## src/rtl/cache_mem_arbiter.sv

```systemverilog
// Arbiter that shares the single physical-memory line port between the I-cache and D-cache.
// On contention the two sides alternate, so neither cache can starve.
module cache_mem_arbiter #(
  parameter int LINE_WIDTH  = 256,
  parameter int ADDR_WIDTH  = 32,
  parameter int OFFSET_BITS = 5
) (
  input  logic                  clk,
  input  logic                  rst,
  input  logic                  i_read,
  input  logic [ADDR_WIDTH-1:0] i_address,
  output logic [LINE_WIDTH-1:0] i_rdata,
  output logic                  i_resp,
  input  logic                  d_read,
  input  logic                  d_write,
  input  logic [ADDR_WIDTH-1:0] d_address,
  input  logic [LINE_WIDTH-1:0] d_wdata,
  output logic [LINE_WIDTH-1:0] d_rdata,
  output logic                  d_resp,
  output logic                  pmem_read,
  output logic                  pmem_write,
  output logic [ADDR_WIDTH-1:0] pmem_address,
  output logic [LINE_WIDTH-1:0] pmem_wdata,
  input  logic [LINE_WIDTH-1:0] pmem_rdata,
  input  logic                  pmem_resp
);

  typedef enum logic [1:0] {IDLE, SERVE_I, SERVE_D, DONE} state_t;

  localparam logic [ADDR_WIDTH-1:0] LINE_MASK =
    ~((ADDR_WIDTH'(1) << OFFSET_BITS) - ADDR_WIDTH'(1));

  state_t                state;
  logic                  last_grant_d;
  logic [ADDR_WIDTH-1:0] addr_q;
  logic [LINE_WIDTH-1:0] wdata_q;
  logic                  d_req;
  logic                  grant_d;

  // D wins when it is alone, or on a tie when I had the previous grant
  assign d_req   = d_read | d_write;
  assign grant_d = d_req & (~i_read | ~last_grant_d);

  assign pmem_address = addr_q & LINE_MASK;
  assign pmem_wdata   = wdata_q;

  always_ff @(posedge clk) begin
    if (rst) begin
      state        <= IDLE;
      last_grant_d <= 1'b1;
      addr_q       <= '0;
      wdata_q      <= '0;
      pmem_read    <= 1'b0;
      pmem_write   <= 1'b0;
      i_resp       <= 1'b0;
      d_resp       <= 1'b0;
      i_rdata      <= '0;
      d_rdata      <= '0;
    end else begin
      case (state)
        IDLE: begin
          i_resp <= 1'b0;
          d_resp <= 1'b0;
          if (i_read | d_req) begin
            wdata_q      <= d_wdata;
            last_grant_d <= grant_d;
            if (grant_d) begin
              state      <= SERVE_D;
              addr_q     <= d_address;
              // d_read together with d_write is resolved as a write
              pmem_read  <= ~d_write;
              pmem_write <= d_write;
            end else begin
              state      <= SERVE_I;
              addr_q     <= i_address;
              pmem_read  <= 1'b1;
              pmem_write <= 1'b0;
            end
          end
        end
        SERVE_I, SERVE_D: begin
          if (pmem_resp) begin
            pmem_read  <= 1'b0;
            pmem_write <= 1'b0;
            state      <= DONE;
            if (state == SERVE_I) begin
              i_rdata <= pmem_rdata;
              i_resp  <= 1'b1;
            end else begin
              d_rdata <= pmem_rdata;
              d_resp  <= 1'b1;
            end
          end
        end
        default: begin
          i_resp <= 1'b0;
          d_resp <= 1'b0;
          state  <= IDLE;
        end
      endcase
    end
  end

endmodule

```

## config.mk

```make
export PLATFORM = sky130hd
export DESIGN_NAME = cache_mem_arbiter
export DESIGN_NICKNAME = d
export VERILOG_FILES = /design/src/rtl/cache_mem_arbiter.sv
export SDC_FILE = /design/constraint.sdc
export NUM_CORES = 2
export LEC_CHECK = 0
export ABC_AREA = 1
export CAP_MARGIN = 30
export CORE_AREA = 3 3 542 544
export CTS_CLUSTER_SIZE = 8
export DETAILED_ROUTE_END_ITERATION = 10
export DIE_AREA = 0 0 545 547
export PLACE_DENSITY = 0.3
export SYNTH_ARGS = -nofsm -noshare
export SYNTH_HDL_FRONTEND = slang
export SYNTH_SLANG_ARGS = --single-unit
```

## constraint.sdc

```tcl
create_clock -name clk -period 2 [get_ports clk]
set_input_delay 0.2 -clock clk [delete_from_list [all_inputs] [get_ports clk]]
set_output_delay 0.2 -clock clk [all_outputs]
set_load 0.02 [all_outputs]
```

==> metrics.yaml <==
fin_crit_sh_pct: 96.16
start_util_pct: 9.637
crit_chain: "dlygate4sd2_1"
relSlewSlack_pct: 63.71
yosysTopAreaCell: "dfxtp_1"
finalInstanceArea_um2: 54120
yosys-mux-area-fraction_pct: 0
synth-adder-area-share_pct: 0.1343
synthDominantCellAreaShare_pct: 57.43
fin_nets: 5985
antenna_found_initial: 109
drive_above_1_share_pct: 6.742
ys_ff_latch: 802
synth_simple_gate_area_share_pct: 15.24
p_per_area_nw_per_um2: 1389
cp-start-kind: "flop"
reg2reg_depth: 9
rsz0062_at_grt: "false"
maxSlewViolCount: 0
cp_top_family: "buffers and inverters"
synth_xor_area_share_pct: 0
crit_buf_inv: 1
status: "finished clean"
worst_setup_path_end_kind: "primary output"
synth_compound_area_share_pct: 19.52
via_count: 31275
hold_viol: 0
synth.area.top_cells: "dfxtp_1 57%, o21ai_0 14%, nor2_1 14%"
hpwl_um: 160300
crit_fanout: 2
final_common_cell: "nor2_1"
drt_first_pass_iters: 5
fp.dieArea_um2: 298100
crit_cells: 1
clk_pin_slew_worst_paths_ns: 0.05
antenna_left: 0
clockRootBuffer: "clkbuf_16"
cp.arrival_ns: 1.72
final_cell_mix: "1056 x nor2_1, 799 x dfxtp_1, 796 x o21ai_0"
max_clock_freq_mhz: 520.0
grt_pass1_wl_um: 262700
ir_drop_uv: 694.6
synthDistinctLibCells: 20
p_total_mw: 75.18
whs_path_depth: 3
synthToLayoutAreaGrowth_pct: 93.57
avgViaCountPerCell: 3.339
synth-seq-area-share_pct: 57.43
syn-cell-area_um2: 27960
avgSynthCellArea_um2: 7.842
cts_tree: "done"
die_w_um: 545
cp.required_ns: 1.80
rrSetupSlack_ns: 0.14
multi_input_area_um2: 9794
synthCells: 3565
grt_pass1_vias: 31006
worstMarginPinSlew_ns: 0.5465
overflow: 0
h-tree-depth: 3
grt_max_degree: 74
clk_latency_ns: 0.80
dp_cells: 8776
fin_crit_ns: 1.923
clock_path_buffers: 4
drtIter0Drc: 1612
leakage_nw: 23.05
crit_slowest_cell: "dlygate4sd2_1"
setup_ws_ns: 0.07680
finalWirelength_um: 197000
worst_path_largest_cell_delay_ns: 0.56
cts_buffers: 119
wl_per_cell_um: 21.03
preCtsSetupSlack_ns: -0.1462
hold_class: "input pin to flop"
final_cells: 9366
maxCapViolCount: 0
skew_ns: 0.05364
regArea_um2: 16060
route.detailed.drc: 0
cts.sinks: 802
ys_warn_count: 0
timing.hold.ws_ns: 0.08429
n_fill_cell: 32725
synth_top_family_by_area: "compound AO/OA/AOI/OAI gates"
io_pins: 1386
setup_viol_count_final: 0
die_h_um: 547
numPortBuffers: 1370
critPathKind: "flop to primary output"
grt_use_total_pct: 12.55
rows: 198
gp_congestion: 0.8141
place_area_um2: 47670
core_um2: 290100
cells by family after synthesis:
group	after synthesis
simple gates	1131
compound gates	1088
flops	802
buf+inv	540
fa+ha+maj	3
other cells	1
where the power goes:
group	leakage (nW)	internal (mW)	switching [mW]
logic	14.9	11.8	21.2
clock network	1.59	11.1	7.77
registers	6.60	20.9	2.51
total	23.0	43.7	31.4
path summary, 6_finish.rpt:
path                start              to
min reg2reg  d_rdata[152]    d_rdata[152]
max          d_rdata[252]    d_rdata[252]
min           d_wdata[29]  pmem_wdata[29]
max reg2reg      state[1]   pmem_wdata[6]
registers in the layout, summed over array words and instances, names as in the netlist:
register,flops
i_resp,1
last_grant_d,1
pmem_write,1
addr_q,27
pmem_wdata,256
d_rdata,256
d_resp,1
pmem_read,1
state,2
i_rdata,256
through the flow:
step	setup TNS, ns	utilization (%)
6_report	0	18.66
5_1_grt	0	18.64
4_1_cts	0	18.61
3_5_place_dp	-17.99	16.43
3_3_place_gp	-13.75	16.43
2_1_floorplan	0	-
layer usage:
metal  routed length [µm]  global-route usage (%)
met5                  619                       0
met2                93660                   21.58
met4                 4959                   3.342
met3                20600                   5.446
met1                77110                   14.05
worst min-delay path, stage by stage:
cell and delay (ns):
clkdlybuf4s50_1 0.48, nor2_1 0.08, nor2_1 0.09
synth_stat cells, drive strengths merged:
| library cell | number |
|---|---|
| nand3 | 3 |
| clkinv | 2 |
| nand3b | 1 |
| o21ai | 798 |
| nor2 | 1057 |
| clkbuf | 190 |
| dfxtp | 802 |
| buf | 82 |
| a21oi | 290 |
| conb | 1 |
| or2 | 1 |
| nand2 | 69 |
| ha | 3 |
| inv | 266 |
repair_timing:
item / CTS / global route
gates resized for setup: 798 / 4
buffers inserted: 0 / 1
hold buffers: 402 / 0
pin swaps: 0 / 0
hold endpoints to repair: 484 / 0
endpoints found under the setup margin: 783 / 42
area by class of cell:
type | instances | share of cell area, %
Multi-Input combinational cell | 2227 | 18.10
Clock inverter | 6 | 0.2011
Sequential cell | 802 | 29.67
Timing Repair Buffer | 1982 | 35.11
Clock buffer | 144 | 5.826
Antenna cell | 37 | 0.1711
Tap cell | 3900 | 9.017
Inverter | 268 | 1.900
(Power assumes the default switching activity.)
